<file path="src/rtl/alu_pkg.sv">
// alu_pkg -- shared definitions for the alu_daa block.
// Holds the operation-select encodings, the sequencing FSM state encoding and
// the BCD nibble limit used by the decimal correction.
package alu_pkg;

  localparam logic [2:0] OP_SUM = 3'd0;
  localparam logic [2:0] OP_SUB = 3'd1;
  localparam logic [2:0] OP_AND = 3'd2;
  localparam logic [2:0] OP_OR  = 3'd3;
  localparam logic [2:0] OP_EOR = 3'd4;
  localparam logic [2:0] OP_SR  = 3'd5;

  // Largest legal BCD digit.
  localparam logic [3:0] NIBBLE_LIMIT = 4'd9;

  typedef enum logic [1:0] {
    ST_IDLE = 2'd0,
    ST_HOLD = 2'd1,
    ST_OUT  = 2'd2
  } state_e;

  function automatic logic is_arith(input logic [2:0] op);
    return (op == OP_SUM) || (op == OP_SUB);
  endfunction

endpackage

</file>
<file path="src/rtl/alu_daa_if.sv">
// alu_daa_if -- operation request / result bus of the alu_daa block.
//   master: drives op_start, op_sel, a_in, b_in, carry_in, dec_en;
//           observes add_out, busy, daa_data, daa_valid, c/v/n/z_out.
//   slave : the ALU side (opposite directions).
interface alu_daa_if;
  logic       op_start;
  logic [2:0] op_sel;
  logic [7:0] a_in;
  logic [7:0] b_in;
  logic       carry_in;
  logic       dec_en;
  logic [7:0] add_out;
  logic       busy;
  logic [7:0] daa_data;
  logic       daa_valid;
  logic       c_out;
  logic       v_out;
  logic       n_out;
  logic       z_out;

  modport master (
    output op_start, op_sel, a_in, b_in, carry_in, dec_en,
    input  add_out, busy, daa_data, daa_valid, c_out, v_out, n_out, z_out
  );

  modport slave (
    input  op_start, op_sel, a_in, b_in, carry_in, dec_en,
    output add_out, busy, daa_data, daa_valid, c_out, v_out, n_out, z_out
  );
endinterface

</file>
<file path="src/rtl/alu_daa_decimal_adjust.sv">
// decimal_adjust -- combinational BCD correction of a binary add/subtract.
// Ports: result (binary byte), half_carry (carry out of bit 3), carry
// (carry out of bit 7), sub (1 = subtraction); adjusted (corrected byte),
// carry_out (decimal carry).
module decimal_adjust
  import alu_pkg::*;
(
  input  logic [7:0] result,
  input  logic       half_carry,
  input  logic       carry,
  input  logic       sub,
  output logic [7:0] adjusted,
  output logic       carry_out
);

  logic [8:0] lo_fixed;
  logic       hi_fix;

  always_comb begin
    adjusted  = result;
    carry_out = carry;
    lo_fixed  = {1'b0, result};
    hi_fix    = 1'b0;
    if (sub) begin
      adjusted = result - (half_carry ? 8'h00 : 8'h06) - (carry ? 8'h00 : 8'h60);
    end else begin
      if ((result[3:0] > NIBBLE_LIMIT) || half_carry)
        lo_fixed = {1'b0, result} + 9'h006;
      // Upper digit is judged after the low fix so a ripple from it counts.
      hi_fix    = (lo_fixed[8:4] > {1'b0, NIBBLE_LIMIT}) || carry;
      adjusted  = lo_fixed[7:0] + (hi_fix ? 8'h60 : 8'h00);
      carry_out = hi_fix;
    end
  end

endmodule

</file>
<file path="src/rtl/alu_daa.sv">
// alu_daa -- two-stage ALU with optional decimal adjust.
// Stage 1 (IDLE/OUT -> HOLD) captures the raw ALU result in add_out; stage 2
// (HOLD -> OUT) captures the adjusted result and flags, daa_valid marks OUT.
// Ports: clk, rst (synchronous, active high), bus (alu_daa_if.slave).
// Build option: ALU_DECIMAL_MODE_EN enables BCD correction; when undefined
// dec_en is ignored and daa_data always equals add_out.
module alu_daa
  import alu_pkg::*;
(
  input  logic       clk,
  input  logic       rst,
  alu_daa_if.slave   bus
);

  state_e     state, state_nx;
  logic       capture, finish;

  logic [7:0] b_eff, raw;
  logic [8:0] sum9;
  logic       raw_c, raw_v;

  logic [7:0] add_q, daa_q, daa_next;
  logic       hold_c, hold_v, c_next;
  logic       c_q, v_q, n_q, z_q;

`ifdef ALU_DECIMAL_MODE_EN
  logic [4:0] lo5;
  logic       hold_hc, hold_dec, hold_sub;
  logic [7:0] adj_data;
  logic       adj_c;
`endif

  always_comb begin
    b_eff = (bus.op_sel == OP_SUB) ? ~bus.b_in : bus.b_in;
    sum9  = {1'b0, bus.a_in} + {1'b0, b_eff} + {8'd0, bus.carry_in};
    raw   = 8'h00;
    raw_c = 1'b0;
    raw_v = 1'b0;
    case (bus.op_sel)
      OP_SUM, OP_SUB: begin
        raw   = sum9[7:0];
        raw_c = sum9[8];
        raw_v = (bus.a_in[7] == b_eff[7]) && (sum9[7] != bus.a_in[7]);
      end
      OP_AND: raw = bus.a_in & bus.b_in;
      OP_OR:  raw = bus.a_in | bus.b_in;
      OP_EOR: raw = bus.a_in ^ bus.b_in;
      OP_SR: begin
        raw   = {bus.carry_in, bus.a_in[7:1]};
        raw_c = bus.a_in[0];
      end
      default: ;
    endcase
  end

`ifdef ALU_DECIMAL_MODE_EN
  assign lo5 = {1'b0, bus.a_in[3:0]} + {1'b0, b_eff[3:0]} + {4'd0, bus.carry_in};

  decimal_adjust u_decimal_adjust (
    .result     (add_q),
    .half_carry (hold_hc),
    .carry      (hold_c),
    .sub        (hold_sub),
    .adjusted   (adj_data),
    .carry_out  (adj_c)
  );

  assign daa_next = hold_dec ? adj_data : add_q;
  assign c_next   = hold_dec ? adj_c    : hold_c;
`else
  assign daa_next = add_q;
  assign c_next   = hold_c;
`endif

  always_ff @(posedge clk) begin
    if (rst) state <= ST_IDLE;
    else     state <= state_nx;
  end

  always_comb begin
    state_nx = state;
    capture  = 1'b0;
    finish   = 1'b0;
    case (state)
      ST_IDLE: if (bus.op_start) begin
        capture  = 1'b1;
        state_nx = ST_HOLD;
      end
      ST_HOLD: begin
        finish   = 1'b1;
        state_nx = ST_OUT;
      end
      ST_OUT: begin
        if (bus.op_start) begin
          capture  = 1'b1;
          state_nx = ST_HOLD;
        end else begin
          state_nx = ST_IDLE;
        end
      end
      default: state_nx = ST_IDLE;
    endcase
  end

  always_ff @(posedge clk) begin
    if (rst) begin
      add_q  <= 8'h00;
      hold_c <= 1'b0;
      hold_v <= 1'b0;
      daa_q  <= 8'h00;
      c_q    <= 1'b0;
      v_q    <= 1'b0;
      n_q    <= 1'b0;
      z_q    <= 1'b0;
`ifdef ALU_DECIMAL_MODE_EN
      hold_hc  <= 1'b0;
      hold_dec <= 1'b0;
      hold_sub <= 1'b0;
`endif
    end else begin
      if (capture) begin
        add_q  <= raw;
        hold_c <= raw_c;
        hold_v <= raw_v;
`ifdef ALU_DECIMAL_MODE_EN
        hold_hc  <= lo5[4];
        hold_dec <= bus.dec_en && is_arith(bus.op_sel);
        hold_sub <= (bus.op_sel == OP_SUB);
`endif
      end
      if (finish) begin
        daa_q <= daa_next;
        c_q   <= c_next;
        v_q   <= hold_v;
        n_q   <= daa_next[7];
        z_q   <= (daa_next == 8'h00);
      end
    end
  end

  assign bus.add_out   = add_q;
  assign bus.busy      = (state == ST_HOLD);
  assign bus.daa_data  = daa_q;
  assign bus.daa_valid = (state == ST_OUT);
  assign bus.c_out     = c_q;
  assign bus.v_out     = v_q;
  assign bus.n_out     = n_q;
  assign bus.z_out     = z_q;

endmodule

</file>
<file path="src/flat_wrapper.sv">
// flat-port wrapper written by rule: the top's interface ports become plain ports
module alu_daa_flat import alu_pkg::*;
  (clk, rst, bus_op_start, bus_op_sel, bus_a_in, bus_b_in, bus_carry_in, bus_dec_en, bus_add_out, bus_busy, bus_daa_data, bus_daa_valid, bus_c_out, bus_v_out, bus_n_out, bus_z_out);
  alu_daa_if bus_i ();
  input  logic clk;
  input  logic rst;
  input wire logic [$bits(bus_i.op_start)-1:0] bus_op_start;
  input wire logic [$bits(bus_i.op_sel)-1:0] bus_op_sel;
  input wire logic [$bits(bus_i.a_in)-1:0] bus_a_in;
  input wire logic [$bits(bus_i.b_in)-1:0] bus_b_in;
  input wire logic [$bits(bus_i.carry_in)-1:0] bus_carry_in;
  input wire logic [$bits(bus_i.dec_en)-1:0] bus_dec_en;
  output wire logic [$bits(bus_i.add_out)-1:0] bus_add_out;
  output wire logic [$bits(bus_i.busy)-1:0] bus_busy;
  output wire logic [$bits(bus_i.daa_data)-1:0] bus_daa_data;
  output wire logic [$bits(bus_i.daa_valid)-1:0] bus_daa_valid;
  output wire logic [$bits(bus_i.c_out)-1:0] bus_c_out;
  output wire logic [$bits(bus_i.v_out)-1:0] bus_v_out;
  output wire logic [$bits(bus_i.n_out)-1:0] bus_n_out;
  output wire logic [$bits(bus_i.z_out)-1:0] bus_z_out;
  assign bus_i.op_start = bus_op_start;
  assign bus_i.op_sel = bus_op_sel;
  assign bus_i.a_in = bus_a_in;
  assign bus_i.b_in = bus_b_in;
  assign bus_i.carry_in = bus_carry_in;
  assign bus_i.dec_en = bus_dec_en;
  assign bus_add_out = bus_i.add_out;
  assign bus_busy = bus_i.busy;
  assign bus_daa_data = bus_i.daa_data;
  assign bus_daa_valid = bus_i.daa_valid;
  assign bus_c_out = bus_i.c_out;
  assign bus_v_out = bus_i.v_out;
  assign bus_n_out = bus_i.n_out;
  assign bus_z_out = bus_i.z_out;
  alu_daa u_core (.clk(clk), .rst(rst), .bus(bus_i));
endmodule
</file>
<file path="config.mk">
export PLATFORM = sky130hd
export DESIGN_NAME = alu_daa_flat
export DESIGN_NICKNAME = d
export VERILOG_FILES = /design/src/rtl/alu_pkg.sv /design/src/rtl/alu_daa_if.sv /design/src/rtl/alu_daa_decimal_adjust.sv /design/src/rtl/alu_daa.sv /design/src/flat_wrapper.sv
export SDC_FILE = /design/constraint.sdc
export NUM_CORES = 1
export LEC_CHECK = 0
export BUFFER_PORTS_ARGS = -buffer_cell sky130_fd_sc_hd__buf_2
export CAP_MARGIN = 20
export CORE_MARGIN = 2
export CORE_UTILIZATION = 30
export DETAILED_ROUTE_END_ITERATION = 6
export PLACE_DENSITY = 0.6
export SLEW_MARGIN = 20
export SYNTH_ARGS = -nofsm -noshare
export SYNTH_HDL_FRONTEND = slang
export SYNTH_SLANG_ARGS = --single-unit
</file>
<file path="constraint.sdc">
create_clock -name clk -period 3.5 [get_ports clk]
set_input_delay 0.875 -clock clk [delete_from_list [all_inputs] [get_ports clk]]
set_output_delay 0.875 -clock clk [all_outputs]
set_load 0.05 [all_outputs]
</file>
==> reports/results.ini <==
[clocking]
ctsResizeCount=0
cts_tree=done
clock-sinks=23
holdBufCountCts=0
path_clk_slew_ns=0.08
clock_latency_ns=0.25
cts_buffers=3
ctsHtreeMaxLevel=1
root_buffer=clkbuf_8
cts_setup_buffers=0
clockBufferDepth=2

[synth]
synthMuxAreaShare=0.04354
ys_types=46
syn_area_um2=1897
yosysTopAreaCellShare=0.2427
synth_cells=236
yosys_most_used_dff=dfxtp_1
synth_top_family_by_area=compound AO/OA/AOI/OAI gates
yosys_register_bits=23
synth_nets=285
synth_area_leaders=dfxtp_1, ha_1, a21oi_1
seq_area_frac_synth=0.2427
synth_fa_ha_area_frac=0.1728
synthArstFlopShare=0
yosys.area.top_type=dfxtp_1
synth-xor-area-share=0.06003
yosysWarnings=0
synth-compound-area-share=0.2137
synth_edf_count=0
synth-simple-area-share=0.1867
synth_area_per_cell_um2=8.037

[global_routing]
track_usage=0.1271
grt_pass1_vias=1585
grt.overflow.total=0
grt_first_pass_wirelength_mm=7.493
grt_antenna_before_repair=0
grt_max_degree=22

[cells_and_area]
ff_latch_area_um2=460.4
final_util=0.3698
antenna_cells=0
syn_to_final_growth_pct=17.48
nets=328
multi_input_area_um2=1284
drive_gt1_frac=0.2338
layout_commonest_cell=buf_2
final_cell_mix=buf_2, nand2_1, a21oi_1, ha_1, dfxtp_1
fillers=647

[placement]
gp_congestion=0.8338
hpwl_mm=3.517
portBuffers=44

[power]
p_leak_nw=1.030
power_per_cell_area_nw_per_um2=320.2
vdd_drop_max_mv=0.2238
power_uw=713.6

[route]
drt-initial-drc-count=87
finalWirelength_mm=4.477
drt-vias-per-instance=4.909
drtPass1Iterations=4
wl_per_cell_um=12.68
drcViolationCount=0
ant_nets=0
vias=1733

[setup_path]
arrival_ns=3.07
endpoint_kind=flop
crit_path_max_fanout=6
crit_type=in2reg
required_ns=3.63
cp-start-kind=input pin

[sta]
slew_violations=0
worst_slew_pin_slew_ns=0.4648
setup_violations=0
rsz0062_at_grt=no
final.period_utilization=0.8388
timing.slew.headroom=0.6901
max_freq_mhz=340.6
fin_worst_skew_ns=0.002734
finalHoldViolCount=0
fin_crit_ns=2.936
fin_setup_tns_ns=0

[hold_path]
hp-class=reg2reg

[floorplanning]
start_util=0.3148
die_h_um=83.52
die_w_um=83.52
num_io_pins=46
die_area_um2=6975
core_area_um2=6026
rows=28

[job]
maxCapViolCount=0

[status]
outcome=complete, no violations

area by class of cell:
class | count | share of cell area
clock buffer | 3 | 0.01853
timing repair buffer | 49 | 0.1157
tap | 75 | 0.04211
multi-input combinational | 179 | 0.5761
clock inverter | 1 | 0.002246
inverter | 23 | 0.03874
sequential | 23 | 0.2066
logic make-up (layout without fill, tap and decap cells):
family          count (synthesis)  count (layout)
compound gates                 61              61
xor+xnor                       13              13
fa+ha+maj                      25              25
buf+inv                        34              76
flops                          23              23
mux                             8               8
simple gates                   72              72
power by group:
| part | internal, mW | total, mW | switching (mW) | leakage, nW |
|---|---|---|---|---|
| Clock | 0.0791 | 0.156 | 0.0767 | 0.0255 |
| Combinational | 0.102 | 0.272 | 0.171 | 0.817 |
| Sequential | 0.274 | 0.285 | 0.0111 | 0.188 |
| Total | 0.455 | 0.714 | 0.258 | 1.03 |
Yosys cell counts (2+ instances only):
cell type,number
o21a_1,2
mux2i_1,6
nor2b_1,4
buf_4,4
dfxtp_1,23
mux2_2,2
o21ai_0,6
nor2_1,16
xor2_1,3
a21oi_2,2
o22ai_1,2
a221oi_1,3
inv_1,22
a211oi_1,5
o21ai_1,3
nand3_1,4
nor3_1,3
o221ai_1,2
nand2_1,26
a31oi_1,2
buf_2,2
nand2b_1,7
nor4_1,3
nand3b_1,3
ha_1,23
a21oi_1,23
clkbuf_1,4
o211ai_1,2
fa_1,2
xnor2_1,10
nor2_2,2
through the flow:
step           hold slack (ns)  cell area (um2)  worst slack (ns)  cells
3_3_place_gp            0.4385             2182            0.3357    349
5_1_grt                 0.4788             2228            0.4608    353
2_1_floorplan           0.4320             1897            0.3803    236
6_report                0.4509             2228            0.5641    353
4_1_cts                 0.4558             2228            0.6048    353
3_5_place_dp            0.4442             2182            0.3250    349
state kept, by name, summed over array words and instances (netlist names):
register,cells
u_core.bus.c_out,1
u_core.bus.v_out,1
u_core.state,2
u_core.hold_v,1
u_core.bus.daa_data,7
u_core.bus.n_out,1
u_core.bus.add_out,8
u_core.c_next,1
u_core.bus.z_out,1
layer usage:
layer / part of all wire / GRT usage
met3: 0.040 / 0.01583
met1: 0.51 / 0.1797
met2: 0.44 / 0.2104
met5: 0 / 0
met4: 0.0031 / 0.02199
critical path: stages:
cell	delay [ns]
buf_2	0.09
inv_2	0.08
nor3_4	0.22
xnor2_1	0.16
fa_1	0.21
inv_1	0.05
fa_1	0.40
a21oi_1	0.25
o21bai_1	0.12
xor2_1	0.15
a211oi_1	0.35
nor3_1	0.09
worst paths after layout:
path | start | endpoint | slack [ns] | depth (start not counted)
worst max-delay path | bus_op_sel[0] | u_core.bus.add_out[4]$_SDFFE_PP0P_ | 0.56 | 12
worst min-delay path | u_core.bus.z_out$_SDFFE_PP0P_ | u_core.bus.z_out$_SDFFE_PP0P_ | 0.45 | 2
worst min register to register | u_core.bus.z_out$_SDFFE_PP0P_ | u_core.bus.z_out$_SDFFE_PP0P_ | 0.45 | 2
worst max register to register | u_core.state[0]$_SDFFE_PP0P_ | u_core.bus.add_out[7]$_SDFFE_PP0P_ | 2.10 | 4
No activity file was read; power rests on OpenSTA's default activity.
